**src/rtl/uart_pkt_decoder_pkg.sv**
```systemverilog
// uart_pkt_decoder_pkg: shared state encodings, error codes and default sync byte
package uart_pkt_decoder_pkg;
  typedef enum logic [2:0] {
    S_IDLE, S_ADDR, S_LEN, S_PAYLOAD, S_CHK, S_DRAIN
  } state_t;
  localparam logic [2:0] ERR_NONE     = 3'd0;
  localparam logic [2:0] ERR_CHECKSUM = 3'd1;
  localparam logic [2:0] ERR_FRAMING  = 3'd2;
  localparam logic [2:0] ERR_TIMEOUT  = 3'd3;
  localparam logic [2:0] ERR_OVERRUN  = 3'd4;
  localparam logic [2:0] ERR_BADLEN   = 3'd5;
  localparam logic [7:0] SYNC_DEF     = 8'hA5;
endpackage

```
**src/rtl/uart_pkt_buf.sv**
```systemverilog
// uart_pkt_buf: payload register array, synchronous write, combinational read
module uart_pkt_buf #(
  parameter int MAX_LEN = 16,
  parameter int AW = 4
) (
  input  logic          CLK,
  input  logic          we,
  input  logic [AW-1:0] widx,
  input  logic [7:0]    wdata,
  input  logic [AW-1:0] ridx,
  output logic [7:0]    rdata
);
  logic [7:0] mem [MAX_LEN];
  always_ff @(posedge CLK)
    if (we) mem[widx] <= wdata;
  assign rdata = mem[ridx];
endmodule

```
**src/rtl/uart_pkt_decoder.sv**
```systemverilog
// uart_pkt_decoder: hunts for sync, validates an addr/len/payload/checksum frame,
// then replays the buffered payload as a burst of register writes.
module uart_pkt_decoder
  import uart_pkt_decoder_pkg::*;
#(
  parameter int MAX_LEN = 16,
  parameter int TIMEOUT = 1200000,
  parameter logic [7:0] SYNC = SYNC_DEF
) (
  input  logic       CLK,
  input  logic       rst_n,
  input  logic       rx_ready,
  input  logic [7:0] rx_data,
  input  logic       framing_error,
  output logic       wr_valid,
  input  logic       wr_ready,
  output logic [7:0] wr_addr,
  output logic [7:0] wr_data,
  output logic       pkt_done,
  output logic       err,
  output logic [2:0] err_code
);
  localparam int AW = MAX_LEN > 1 ? $clog2(MAX_LEN) : 1;
  localparam int TW = $clog2(TIMEOUT);
  localparam logic [TW-1:0] TLIM = TW'(TIMEOUT - 2);
  localparam logic [7:0] MAX_B = 8'(MAX_LEN);
  state_t state, state_n;
  logic [7:0] idx, idx_n, len, len_n, addr, addr_n, sum, sum_n, rd_idx, rd_data;
  logic [7:0] wr_addr_n, wr_data_n;
  logic [TW-1:0] tmr, tmr_n;
  logic wr_valid_n, pkt_done_n, err_n, buf_we, byte_v, in_frame;
  logic [2:0] err_code_n;
  // CHK primes the first write; during DRAIN we prefetch the next entry
  assign rd_idx = (state == S_CHK) ? 8'd0 : 8'(idx + 8'd1);
  assign byte_v = rx_ready & ~framing_error;
  assign in_frame = state inside {S_ADDR, S_LEN, S_PAYLOAD, S_CHK};
  uart_pkt_buf #(.MAX_LEN(MAX_LEN), .AW(AW)) u_buf (
    .CLK(CLK), .we(buf_we), .widx(idx[AW-1:0]), .wdata(rx_data),
    .ridx(rd_idx[AW-1:0]), .rdata(rd_data)
  );
  always_ff @(posedge CLK) begin
    if (!rst_n) begin
      state <= S_IDLE;
      {idx, len, addr, sum, tmr} <= '0;
      {wr_valid, wr_addr, wr_data, pkt_done, err, err_code} <= '0;
    end else begin
      state <= state_n;
      {idx, len, addr, sum, tmr} <= {idx_n, len_n, addr_n, sum_n, tmr_n};
      {wr_valid, wr_addr, wr_data} <= {wr_valid_n, wr_addr_n, wr_data_n};
      {pkt_done, err, err_code} <= {pkt_done_n, err_n, err_code_n};
    end
  end
  always_comb begin
    state_n = state;
    {idx_n, len_n, addr_n, sum_n} = {idx, len, addr, sum};
    tmr_n = in_frame ? (rx_ready ? '0 : tmr + TW'(1)) : '0;
    {wr_valid_n, wr_addr_n, wr_data_n} = {wr_valid, wr_addr, wr_data};
    pkt_done_n = 1'b0;
    err_n = 1'b0;
    err_code_n = ERR_NONE;
    buf_we = 1'b0;
    if (in_frame && framing_error) begin
      state_n = S_IDLE;
      {err_n, err_code_n} = {1'b1, ERR_FRAMING};
    end else if (in_frame && !rx_ready && tmr == TLIM) begin
      state_n = S_IDLE;
      {err_n, err_code_n} = {1'b1, ERR_TIMEOUT};
    end else begin
      unique case (state)
        S_IDLE: state_n = (byte_v && rx_data == SYNC) ? S_ADDR : S_IDLE;
        S_ADDR: if (byte_v) begin
          addr_n = rx_data;
          sum_n = rx_data;
          state_n = S_LEN;
        end
        S_LEN: if (byte_v) begin
          if (rx_data == 8'd0 || rx_data > MAX_B) begin
            state_n = S_IDLE;
            {err_n, err_code_n} = {1'b1, ERR_BADLEN};
          end else begin
            len_n = rx_data;
            idx_n = '0;
            sum_n = 8'(sum + rx_data);
            state_n = S_PAYLOAD;
          end
        end
        S_PAYLOAD: if (byte_v) begin
          buf_we = 1'b1;
          sum_n = 8'(sum + rx_data);
          idx_n = 8'(idx + 8'd1);
          state_n = (8'(idx + 8'd1) == len) ? S_CHK : S_PAYLOAD;
        end
        S_CHK: if (byte_v) begin
          if (8'(sum + rx_data) != 8'd0) begin
            state_n = S_IDLE;
            {err_n, err_code_n} = {1'b1, ERR_CHECKSUM};
          end else begin
            idx_n = '0;
            state_n = S_DRAIN;
            {wr_valid_n, wr_addr_n, wr_data_n} = {1'b1, addr, rd_data};
          end
        end
        S_DRAIN: begin
          if (byte_v) {err_n, err_code_n} = {1'b1, ERR_OVERRUN};
          if (wr_valid && wr_ready) begin
            if (8'(idx + 8'd1) == len) begin
              wr_valid_n = 1'b0;
              pkt_done_n = 1'b1;
              state_n = S_IDLE;
            end else begin
              idx_n = 8'(idx + 8'd1);
              wr_addr_n = 8'(wr_addr + 8'd1);
              wr_data_n = rd_data;
            end
          end
        end
        default: state_n = S_IDLE;
      endcase
    end
  end
endmodule

```
**config.mk**
```make
export PLATFORM = sky130hd
export DESIGN_NAME = uart_pkt_decoder
export DESIGN_NICKNAME = d
export VERILOG_FILES = /design/src/rtl/uart_pkt_decoder_pkg.sv /design/src/rtl/uart_pkt_buf.sv /design/src/rtl/uart_pkt_decoder.sv
export SDC_FILE = /design/constraint.sdc
export NUM_CORES = 1
export LEC_CHECK = 0
export BUFFER_PORTS_ARGS = -buffer_cell sky130_fd_sc_hd__buf_2
export CORE_MARGIN = 4
export CORE_UTILIZATION = 50
export DETAILED_ROUTE_END_ITERATION = 7
export GPL_TIMING_DRIVEN = 0
export MAX_ROUTING_LAYER = met4
export PLACE_DENSITY = 0.69
export SLEW_MARGIN = 25
export SYNTH_ARGS = -nofsm -noshare
export SYNTH_HDL_FRONTEND = slang
export SYNTH_SLANG_ARGS = --single-unit
```
**constraint.sdc**
```tcl
create_clock -name CLK -period 2.85 [get_ports CLK]
set_input_delay 0.285 -clock CLK [delete_from_list [all_inputs] [get_ports CLK]]
set_output_delay 0.285 -clock CLK [all_outputs]
set_load 0.02 [all_outputs]
```
* Yosys cells after proc, flatten, opt, wreduce, memory -nomap -nowiden
Memory sizes are Yosys's and may differ from the RTL's.
Cells that the tools add are included.
** Storage, ports and cells
- Flip-flop bits (word level) :: 78
- Bits in writable memories :: 128
- Output and inout bits :: 22
- Logic and storage cells :: 133
- Memories :: 1
** Operators by class
- Add/subtract/negate cells :: 4
- $lt $le $gt $ge :: 1
- Eq/ne operators :: 17
- Muxes and demuxes :: 62
- Bitwise gates (word level) :: 9
- Reductions and logical operators :: 25
** Memories
- u_buf.mem :: words 16, width 8, read ports 1, clocked after memory_dff 0, wr ports 1, line uart_pkt_buf.sv:13 : logic [7:0] mem [MAX_LEN];
** Operators with widths (count)
- 8-bit two-way mux :: 19
- 3-bit two-way mux :: 11
- 8-bit case mux with 2 select lines :: 2
- 8-bit case mux with 4 select lines :: 1
- 8-bit case mux with 3 select lines :: 1
- 21-bit by 1-bit adder with 21-bit output, second input constant :: 1
- 21-bit equality test, second input constant :: 1
- 7-bit AND reduction :: 3
- 1-bit two-way mux :: 20
- 2-bit != test, second input constant :: 9
- 3-bit case mux with 6 select lines :: 1
- 8-bit by 1-bit adder with 8-bit output, second input constant :: 2
- 10-bit AND reduction :: 1
- 3-bit case mux with 3 select lines :: 1
- 8-bit adder :: 1
- 8-bit equality test :: 1
- 8-bit equality test, second input constant :: 1
- 8-bit by 5-bit greater-than comparator with 1-bit output, second input constant :: 1
- 8-bit zero test :: 1
- 1-bit NOT :: 8
- 4-bit nonzero test :: 2
- 8-bit nonzero test :: 1
- 3-bit by 2-bit equality test with 1-bit output, second input constant :: 2
- 3-bit equality test, second input constant :: 2
- other kinds (18) :: 25

* Longest topological paths before layout
Gate-level depths: netlist (run 1).
- Word-level depth :: 8
- Mapped depth :: 13

* By module
Synthesis (run 1) repeated with hierarchy kept, for this count alone.
** Unflattened totals
- Cell total of the unflattened synthesis :: 762
- Area, all modules :: 9456.6 µm²
** By module, submodules not included
- uart_pkt_buf :: times used 1, cells each 221, area each 4987.3 µm²
- uart_pkt_decoder :: times used 1, cells each 541, area each 4469.3 µm²

* Worst setup path before layout (run 1)
OpenSTA, ideal clock, no wires.
- Path kind :: reg2reg
- Start :: register idx[0]
- End :: register wr_data[4]
- Setup time :: 136 ps
- Arrival :: 2669 ps
- Path slack :: 45 ps
- Stages on the path, launching flop included :: 11
- Path buffers :: 3
- Period minus slack after synthesis :: 2805 ps
- Cell sequence :: dfxtp_1 -> clkinv_1 -> clkbuf_1 -> ha_1 -> buf_2 -> clkbuf_1 -> mux4_2 -> o21ai_0 -> o21ai_0 -> a21oi_1 -> a211oi_1
** Between the ends
- Word-level cells in the longest chain between the ends :: 6
- Elaborated cells between the ends (all ways) :: 11
- Classes of those cells :: add/sub (1); eq/ne (2); mux (6); reduce/logical (1); memory (1)
** RTL lines
- start, declared :: line uart_pkt_decoder.sv:28 : logic [7:0] idx, idx_n, len, len_n, addr, addr_n, sum, sum_n, rd_idx, rd_data;
- start signal, assigned :: line uart_pkt_decoder.sv:48 : {idx, len, addr, sum, tmr} <= {idx_n, len_n, addr_n, sum_n, tmr_n};
- 8-bit by 1-bit adder with 8-bit output * :: line uart_pkt_decoder.sv:106 : if (8'(idx + 8'd1) == len) begin
- 4-bit two-way mux :: line uart_pkt_decoder.sv:34 : assign rd_idx = (state == S_CHK) ? 8'd0 : 8'(idx + 8'd1);
- memory read 16 x 8 bit
- 8-bit two-way mux, on equally long branches :: line uart_pkt_decoder.sv:106, uart_pkt_decoder.sv:94
- 8-bit two-way mux, on equally long branches :: line uart_pkt_decoder.sv:105, uart_pkt_decoder.sv:93
- 8-bit case mux with 2 select lines :: line uart_pkt_decoder.sv:69 : unique case (state)
- end signal, assigned :: line uart_pkt_decoder.sv:49 : {wr_valid, wr_addr, wr_data} <= {wr_valid_n, wr_addr_n, wr_data_n};
- end, declared :: line uart_pkt_decoder.sv:18 : output logic [7:0] wr_data,
Mark *: on every way between the ends. The rest lies on a longest branch, timed or not. The select of a mux whose other input is x is not followed.
A chain may end at the register's enable or synchronous reset.

* Worst setup path in the final report (run 1)
- Start :: register state[2]
- End :: memory u_buf.mem[5][7], enable pin
** Between the ends
- Word-level cells in the longest chain between the ends :: 8
- Elaborated cells between the ends (all ways) :: 13
- Classes of those cells :: eq/ne (4); mux (5); reduce/logical (4)
** RTL lines
- start, declared :: line uart_pkt_decoder.sv:27 : state_t state, state_n;
- start signal, assigned :: line uart_pkt_decoder.sv:47 : state <= state_n;
- 3-bit by 1-bit equality test with 1-bit output (tied with other cells) :: line uart_pkt_decoder.sv:36 : assign in_frame = state inside {S_ADDR, S_LEN, S_PAYLOAD, S_CHK};
- 4-bit nonzero test :: line uart_pkt_decoder.sv:36
- 1-bit logical AND (2 in a row) :: line uart_pkt_decoder.sv:65 : end else if (in_frame && !rx_ready && tmr == TLIM) begin
- 1-bit two-way mux :: line uart_pkt_decoder.sv:65
- 1-bit two-way mux * :: line uart_pkt_decoder.sv:62 : if (in_frame && framing_error) begin
- 1-bit two-way mux * :: line uart_pkt_buf.sv:15 : if (we) mem[widx] <= wdata;
- 1-bit two-way mux (implied by the code) * :: line uart_pkt_buf.sv:15
- end, declared :: line uart_pkt_buf.sv:13
Mark *: on every way between the ends. The rest lies on a longest branch, timed or not.

==> run summary, run 1 <==
vias post-DR - 6930
family with the most delay on the worst path - simple AND/OR/NAND/NOR gates
wire per inst - 19.97 um
critical path data required time - 2.98 ns
P&R area growth vs syn - 14.15%
Critical R2R Capture - u_buf.mem[5][7]$_DFFE_PP_
Post-DRT Antenna Nets - 0
Fmax - 358.1 MHz
Critical Path Start Type - flip-flop
Critical Path Most Common Cell - clkbuf_1
async set or reset register ratio after synthesis - 0%
Longest Clk Path Bufs - 3
FP Rows - 50
Mapped Area - 9508 um2
r2r worst-path depth - 6
Vias/cell - 5.969
Final Max Slew Viols - 0
ys flop type - edfxtp_1
drt drc - 0
crit path time final - 2.792 ns
Post-Place Cells - 1120
Antenna diodes - 0
setup slack, reg-to-reg - 0.06 ns
final wirelength - 23180 um
final net count - 939
gpl congestion - 0.9313
CP peak stage delay - 0.66 ns
most frequent cells in the layout - edfxtp_1 (128), nor2_1 (92), nand2_1 (81)
initial antenna violation count - 0
final setup margin - 0.05752 ns
starting density of the core - 50.83%
die height - 145.9 um
CP Max Fanout - 10
initial DRC count - 620
buffers and inverters on the worst path - 2
multi-input logic area - 3980 um2
largest net degree at the start of global routing - 24
H-tree depth - 1
syn_nets - 880
Max rail drop VDD - 0.3856 mV
placed cell areas - 9996 um2
pwr dens - 554.2 nW/um2
Ports - 35
die width - 145.9 um
synthesized flop and latch total - 206
Seq. cell area - 5409 um2
reg-to-reg startpoint - state[2]$_SDFFE_PP0P_
clk_skew - 0.01397 ns
Synth Area per Inst - 11.16 um2
critical path class - reg -> reg
core box area - 18710 um2
Worst Setup End Kind - flip-flop
post-route cell area - 10850 um2
Data arrival, critical path - 2.92 ns
period utilization - 97.98%
1st-pass router iterations - 5
Filler Cell Count - 1548
relative slew slack - 48.20%
Final setup viols - 0
hpwl dp - 15520 um
CP max-delay cell - nor2_1
most common cell after layout, fill and taps aside - edfxtp_1
number of CTS-inserted buffers - 22
hold path startpoint - rx_ready
vias in the first global route - 6764
Root Driver - clkbuf_16
first-pass GRT wire length - 37300 um
dpl ws - -0.8059 ns
grt total ovfl - 0
hold path depth - 3
total die area - 21290 um2
layout cells sized above 1 - 15.64%
clk_lat worst skew - 0.51 ns
worst hold path type - in -> reg
Max Cap Violations - 0
RSZ-0062 raised after global routing - true
status - completed
Seq/Total Area, Yosys - 56.85%
Clock transition at path regs - 0.06 ns
CTS tree - done
P_leak - 3.712 nW
synth warn - 0
number of flops mapped to enable cells by yosys - 128
total global-route track usage - 22.52%
Post-Synthesis Cells - 852
clk sink count - 206
Least-Margin Pin Slew - 0.7742 ns
Post-Layout Cell Count - 1161
Worst Hold End - err_code[1]$_SDFF_PN0_
Yosys cell types - 79
# port buffers - 34
final hold vios - 0
crit-path cells - clkbuf_1 > nand2b_1 > clkbuf_1 > nor3_1 > nand2_1 > nor2_1
metrics by stage:
| stage | hold slack [ns] | setup TNS (ns) | utilization [%] | power [mW] |
|---|---|---|---|---|
| 2_1_floorplan | 0.3839 | 0 | - | 3.273 |
| 3_3_place_gp | 0.4463 | -20.97 | 53.30 | 3.346 |
| 6_report | 0.1145 | 0 | 58.02 | 6.015 |
| 5_1_grt | 0.1147 | -3.125 | 58.02 | 6.205 |
| 3_5_place_dp | 0.4576 | -14.97 | 53.44 | 3.347 |
| 4_1_cts | 0.1010 | 0 | 57.36 | 6.057 |
cell families (layout without fill, tap and decap cells):
group,count (synthesis),count (layout),share of synthesized area (%)
and+or+nand+nor,323,323,16.56
DFF,206,206,56.85
AOI/OAI and AO/OA,175,175,12.08
buffers and inverters,58,133,2.921
muxes,41,41,6.330
xor gates and xnor gates,34,34,3.211
adders and majority gates,15,15,2.053
how the worst max path moves through the flow:
stage | end | slack, ns | startpoint | depth (start not counted)
floorplan | wr_data[4]$_SDFFE_PN0P_ | 0.05 | idx[0]$_SDFFE_PN0P_ | 10
global placement | wr_data[4]$_SDFFE_PN0P_ | -0.76 | idx[0]$_SDFFE_PN0P_ | 10
detailed placement | wr_data[4]$_SDFFE_PN0P_ | -0.81 | idx[0]$_SDFFE_PN0P_ | 10
CTS | wr_data[4]$_SDFFE_PN0P_ | 0.01 | idx[0]$_SDFFE_PN0P_ | 10
global route | u_buf.mem[5][4]$_DFFE_PP_ | -0.11 | state[2]$_SDFFE_PP0P_ | 6
finish | u_buf.mem[5][7]$_DFFE_PP_ | 0.06 | state[2]$_SDFFE_PP0P_ | 6
flip-flops by register name (all words and copies together) (netlist names):
register / flops
addr: 8
err: 1
err_code: 3
idx: 8
len: 8
pkt_done: 1
state: 3
sum: 8
tmr: 21
u_buf.mem: 128
wr_addr: 8
wr_data: 8
wr_valid: 1
synthesized netlist by cell type (14+ instances only):
library cell	instances	share of area [%]
edfxtp_1	128	40
nor2_1	98	3.9
nand2_1	82	3.2
dfxtp_1	78	16
o21ai_0	46	2.4
a21oi_1	39	2.1
nor3_1	30	1.6
clkbuf_1	26	1.0
nand3_1	25	1.3
mux2i_1	23	2.4
xor2_1	19	1.8
a211oi_1	17	1.3
mux4_2	15	3.6
ha_1	14	1.8
inv_1	14	0.55
xnor2_1	14	1.3
worst register-to-register path: stages, from the launching register on:
cell and delay (ns):
dfxtp_1 0.34, clkbuf_1 0.23, nand2b_1 0.20, clkbuf_1 0.18
nor3_1 0.53, nand2_1 0.28, nor2_1 0.66
cell type report:
cell class | count | share of cell area, %
Timing Repair Buffer | 35 | 1.660
Multi-Input combinational cell | 588 | 36.67
Inverter | 15 | 0.5649
Buffer | 43 | 2.237
Clock inverter | 10 | 0.5995
Tap cell | 234 | 2.698
Sequential cell | 206 | 49.84
Clock buffer | 30 | 5.730
timing repair:
action | CTS | global route
hold buffers | 0 | 0
endpoints found under the setup margin | 29 | 107
pin swaps | 1 | 5
cloned | 0 | 0
setup buffers | 0 | 1
resized for setup | 15 | 35
layer usage:
metal / track usage (%) / vias to the layer above / wire, um
met1: 30.38 / 3354 / 10230
met5: - / - / 0
met2: 35.17 / 231 / 10800
met3: 4.889 / 50 / 1645
met4: 5.413 / 0 / 505
li1: - / 3295 / -
where the power goes:
part           switching, mW  internal (mW)
registers          0.0000444           3.16
clock network           1.12           1.61
logic                 0.0984         0.0291
total                   1.22           4.80
(Power assumes the default switching activity.)
==> inputs of run 2 (changes only) <==
- SYNTH_HIERARCHICAL: not set -> 1
==> run summary, run 2 <==
status - finished, violations left
failing checks - negative setup slack
Final setup viols - 16 (+16)
initial DRC count - 698 (+13%)
worst hold path type - in -> reg
clk_lat worst skew - 0.50 ns (about the same)
crit-path cells - clkbuf_1 > clkbuf_1 > nand2_1 > nor2_1 > or3b_2 > nor2_2
CP Max Fanout - 10 (unchanged)
hpwl dp - 14840 um (-4.4%)
Data arrival, critical path - 3.01 ns (+0.09 ns)
Post-Synthesis Cells - 762 (-11%)
number of CTS-inserted buffers - 22 (unchanged)
synth warn - 6 (+6)
Max rail drop VDD - 0.3942 mV (+2.2%)
wire per inst - 20.80 um (+4.2%)
core box area - 18640 um2 (-0.33%)
Reg with most FFs - u_buf/mem
pwr dens - 580.9 nW/um2 (+4.8%)
period utilization - 100.8% (+2.8 points)
clk_skew - 0.009191 ns (-0.004780 ns)
total global-route track usage - 21.35% (-1.2 points)
relative slew slack - 32.03% (-16 points)
# port buffers - 33 (-2.9%)
number of flops mapped to enable cells by yosys - 128 (unchanged)
setup slack, reg-to-reg - -0.02 ns (-0.08 ns)
Fmax - 348.2 MHz (-2.8%)
max reg flops - 128 (unchanged)
total die area - 21180 um2 (-0.51%)
Max Cap Violations - 0 (unchanged)
Clock transition at path regs - 0.06 ns (about the same)
Pwr Total - 6.351 mW (+5.6%)
P_leak - 3.784 nW (+1.9%)
area leader, netlist - edfxtp_1
hold_ws - 0.1743 ns (+0.05973 ns)
gpl congestion - 0.8979 (-3.6%)
Vias/cell - 6.200 (+3.9%)
syn_nets - 787 (-11%)
top cell type's share of synthesized area - 40.65% (+0.22 points)
Post-Place Cells - 1029 (-8.1%)
Post-DRT Antenna Nets - 0 (unchanged)
Post-Layout Cell Count - 1075 (-7.4%)
Critical Path Most Common Cell - clkbuf_1
largest net degree at the start of global routing - 24 (unchanged)
most common cell after layout, fill and taps aside - edfxtp_1
CP peak stage delay - 0.58 ns (-0.08 ns)
critical path class - reg -> reg
Synth Area per Inst - 12.41 um2 (+11%)
Seq. cell area - 5414 um2 (about the same)
grt total ovfl - 0 (unchanged)
RSZ-0062 raised after global routing - true
buffers and inverters on the worst path - 2 (unchanged)
Yosys cell types - 82 (+3.8%)
1st-pass router iterations - 5 (unchanged)
Final Max Slew Viols - 0 (unchanged)
final wirelength - 22360 um (-3.6%)
Mapped Area - 9457 um2 (-0.54%)
die height - 145.5 um (-0.25%)
Root Driver - clkbuf_16
CTS tree - done
Longest Clk Path Bufs - 3 (unchanged)
ys flop type - edfxtp_1
post-route cell area - 10930 um2 (+0.74%)
family with the most delay on the worst path - simple AND/OR/NAND/NOR gates
Filler Cell Count - 1474 (-4.8%)
hold_buf cts - 0 (unchanged)
multi-input logic area - 3944 um2 (-0.91%)
Post-synth top cells - edfxtp_1 (128), nand2_1 (89), dfxtp_1 (78), nor2_1 (67), a21oi_1 (27)
FP Rows - 50 (unchanged)
drt drc - 0 (unchanged)
vias post-DR - 6665 (-3.8%)
Antenna diodes - 0 (unchanged)
first-pass GRT wire length - 35280 um (-5.4%)
final hold vios - 0 (unchanged)
vias in the first global route - 6499 (-3.9%)
placed cell areas - 9935 um2 (-0.61%)
Seq/Total Area, Yosys - 57.16% (+0.31 points)
crit path time final - 2.872 ns (+0.07972 ns)
critical path data required time - 2.99 ns (about the same)
Critical Path Start Type - flip-flop
layout cells sized above 1 - 18.91% (+3.3 points)
final net count - 851 (-9.4%)
initial antenna violation count - 0 (unchanged)
Post-Route Setup TNS - -0.2075 ns (-0.2075 ns)
CP max-delay cell - or3b_2
P&R area growth vs syn - 15.61%
Worst Setup End Kind - flip-flop
die width - 145.5 um (-0.25%)
H-tree depth - 1 (unchanged)
Ports - 35 (unchanged)
starting density of the core - 50.72% (-0.10 points)
final setup margin - -0.02220 ns (-0.07972 ns)
post-layout util - 58.64% (+0.62 points)
dpl ws - -0.4644 ns (+0.3416 ns)
synthesized flop and latch total - 206 (unchanged)
most frequent cells in the layout - edfxtp_1 (128), nand2_1 (89), dfxtp_1 (75)
async set or reset register ratio after synthesis - 0% (unchanged)
top cells by area, synth - edfxtp_1 (41%), dfxtp_1 (17%), mux4_2 (4.3%), mux4_1 (3.9%), nand2_1 (3.5%)
clk sink count - 206 (unchanged)
most common cell in the netlist - edfxtp_1
Least-Margin Pin Slew - 1.009 ns (+0.2347 ns)
==> run 2: cell types whose count changed in the layout (fill, tap and decap cells not counted), sizes merged, moves of 8 or more <==
cell	previous run	this run
a211oi	18	8
a21oi	39	29
a22oi	1	17
a31oi	11	3
mux2i	23	14
mux4	15	32
nor2	99	67
nor3	30	13
o21ai	48	27
==> run 2: final timing paths <==
check,cells past startpoint,end,from
min reg2reg,2,wr_data[1]$_SDFFE_PN0P_,wr_data[1]$_SDFFE_PN0P_
max,6,u_buf/mem[1][3]$_DFFE_PP_,state[0]$_SDFFE_PP0P_
min,4,err_code[0]$_SDFF_PP0_,framing_error
max reg2reg,6,u_buf/mem[1][3]$_DFFE_PP_,state[0]$_SDFFE_PP0P_
==> run 2: report_power, final <==
group / switching, mW / internal [mW] / leakage (nW)
sequential: 0.0000726 / 3.16 / 1.78
clock: 1.16 / 1.91 / 0.371
combinational: 0.0968 / 0.0304 / 1.63
==> run 2: routing by layer <==
layer  vias to the layer above  routed length, um  part of all wire, %  GRT usage, %
met3                        34               1262                  5.6         3.145
met4                         0                421                  1.9         5.698
met5                         -                  0                    0             -
met1                      3315               9659                   43         28.71
li1                       3054                  -                    -             -
met2                       262              11010                   49         34.45
==> run 2: kinds of logic after synthesis <==
group	synth area share (%)
xor gates and xnor gates	3.215
muxes	9.659
adders and majority gates	1.667
and+or+nand+nor	13.81
AOI/OAI and AO/OA	11.83
DFF	57.16
buffers and inverters	2.659
==> run 2: tightest hold or removal path: stages <==
cell and delay, ns:
buf_2 0.10, nand3_1 0.11, nand2_1 0.09, a21oi_1 0.04
==> run 2: cell type report <==
type / instances / share of cell area (%)
sequential: 206 / 49.52
multi-input combinational: 508 / 36.07
clock buffer: 28 / 5.333
tap: 234 / 2.678
timing repair buffer: 40 / 2.266
buffer: 37 / 1.968
clock inverter: 11 / 1.785
inverter: 11 / 0.3777
==> run 2: what timing repair did <==
action                                  in CTS  in global routing
pin swaps                                    2                  3
setup buffers                                0                  6
gates resized for setup                      8                 31
endpoints found under the setup margin      58                108
gates cloned                                 0                  1
==> inputs of run 3 (changes only) <==
- PLACE_DENSITY: 0.69 -> 0.67
- clock period: 2.85 -> 3.62 ns (I/O delays scaled with it)
==> run summary, run 3 (same netlist as run 2, synthesis figures left out) <==
status - completed
total die area - 21180 um2 (unchanged)
FP Rows - 50 (unchanged)
Critical Path Start Type - flip-flop
P&R area growth vs syn - 12.30%
H-tree depth - 1 (unchanged)
vias in the first global route - 6603 (+1.6%)
1st-pass router iterations - 5 (unchanged)
die height - 145.5 um (unchanged)
Post-DRT Antenna Nets - 0 (unchanged)
worst hold path type - in -> reg
Data arrival, critical path - 3.53 ns (+0.52 ns)
layout cells sized above 1 - 14.58% (-4.3 points)
final hold vios - 0 (unchanged)
Root Driver - clkbuf_16
gpl congestion - 0.9109 (+1.4%)
vias post-DR - 6659 (-0.090%)
Fmax - 314.9 MHz (-9.6%)
post-route cell area - 10620 um2 (-2.9%)
Antenna diodes - 0 (unchanged)
wire per inst - 20.84 um (+0.20%)
Final setup viols - 0 (-16)
most common cell after layout, fill and taps aside - edfxtp_1
pwr dens - 444.0 nW/um2 (-24%)
final setup margin - 0.4442 ns (+0.4664 ns)
critical path class - reg -> reg
post-CTS resize count - 0 (-8)
die width - 145.5 um (unchanged)
Least-Margin Pin Slew - 0.8648 ns (-0.1442 ns)
RSZ-0062 raised after global routing - false
Filler Cell Count - 1502 (+1.9%)
most frequent cells in the layout - edfxtp_1 (128), nand2_1 (89), dfxtp_1 (78)
crit path time final - 3.176 ns (+0.3036 ns)
crit-path cells - ha_1 > buf_6 > and3_1 > xnor2_1 > nand4_1 > nor4_4 > a21oi_1 > nor2_1 > o32ai_1
initial antenna violation count - 0 (unchanged)
hpwl dp - 15000 um (+1.1%)
initial DRC count - 589 (-16%)
Max Cap Violations - 0 (unchanged)
clk sink count - 206 (unchanged)
family with the most delay on the worst path - simple AND/OR/NAND/NOR gates
Vias/cell - 6.218 (+0.28%)
relative slew slack - 42.14% (+10 points)
max reg flops - 128 (unchanged)
Final Max Slew Viols - 0 (unchanged)
CP max-delay cell - dfxtp_1
Ports - 35 (unchanged)
final wirelength - 22320 um (-0.17%)
buffers and inverters on the worst path - 1 (-1)
clk_lat worst skew - 0.52 ns (+0.02 ns)
Post-Route Setup TNS - 0 ns (+0.2075 ns)
P_leak - 3.696 nW (-2.3%)
Reg with most FFs - u_buf/mem
first-pass GRT wire length - 35650 um (+1.0%)
Worst Setup End Kind - flip-flop
CTS tree - done
CP peak stage delay - 0.74 ns (+0.16 ns)
largest net degree at the start of global routing - 24 (unchanged)
core box area - 18640 um2 (unchanged)
postcts setup bufs - 0 (unchanged)
# port buffers - 33 (unchanged)
hold_buf cts - 0 (unchanged)
starting density of the core - 50.72% (unchanged)
grt total ovfl - 0 (unchanged)
Longest Clk Path Bufs - 3 (unchanged)
CP Max Fanout - 14 (+4)
total global-route track usage - 21.42% (+0.070 points)
number of CTS-inserted buffers - 23 (+4.5%)
critical path data required time - 3.98 ns (+0.99 ns)
post-layout util - 56.97% (-1.7 points)
period utilization - 87.73% (-13 points)
placed cell areas - 9935 um2 (unchanged)
clk_skew - 0.02743 ns (+0.01824 ns)
dpl ws - 0.2992 ns (+0.7635 ns)
drt drc - 0 (unchanged)
Clock transition at path regs - 0.06 ns (about the same)
final net count - 845 (-0.71%)
multi-input logic area - 3820 um2 (-3.1%)
Seq. cell area - 5405 um2 (-0.16%)
Pwr Total - 4.716 mW (-26%)
Max rail drop VDD - 0.2861 mV (-27%)
==> run 3: final timing paths <==
check | from | end | slack, ns | cells past startpoint
max reg2reg | idx[1]$_SDFFE_PN0P_ | wr_addr[6]$_SDFFE_PN0P_ | 0.44 | 9
min reg2reg | wr_data[5]$_SDFFE_PN0P_ | wr_data[5]$_SDFFE_PN0P_ | 0.46 | 2
min | framing_error | err_code[0]$_SDFF_PP0_ | 0.24 | 4
max | idx[1]$_SDFFE_PN0P_ | wr_addr[6]$_SDFFE_PN0P_ | 0.44 | 9
==> run 3: area by class of cell <==
class                   count  share of cell area [%]
flip-flops and latches    206                   50.90
multi-input cells         508                   35.97
clock buffers              29                   5.631
well taps                 234                   2.757
plain buffers              37                   1.979
repair buffers             33                   1.555
clock inverters            13                  0.8247
inverters                  11                  0.3888
==> run 3: power breakdown <==
part | total, mW | switching [mW] | leakage (nW) | internal, mW
logic | 0.0971 | 0.0751 | 1.59 | 0.0220
registers | 2.49 | 0.0000527 | 1.78 | 2.49
clock network | 2.13 | 0.893 | 0.324 | 1.24
==> run 3: layer usage <==
metal	up-vias	part of all wire (%)	global-route usage (%)	wire length, um
li1	3048	-	-	-
met4	0	2.5	6.268	548
met3	50	6.3	2.523	1396
met2	253	50	35.78	11170
met1	3308	41	27.87	9208
met5	-	0	-	0
==> run 3: per-stage QoR <==
stage          cells  hold slack [ns]
6_report        1071           0.2391
5_1_grt         1071           0.2439
4_1_cts         1071           0.2239
3_5_place_dp    1029           0.4450
3_3_place_gp    1029           0.4409
2_1_floorplan    762           0.4365
==> run 3: worst reg2reg max path, delay by kind of cell, from the launching register on <==
kind	cells	cell delay [ns]
and+or+nand+nor	4	1.33
adders and majority gates	1	0.30
xor gates and xnor gates	1	0.15
DFF	1	0.74
buffers and inverters	1	0.13
AOI/OAI and AO/OA	2	0.37
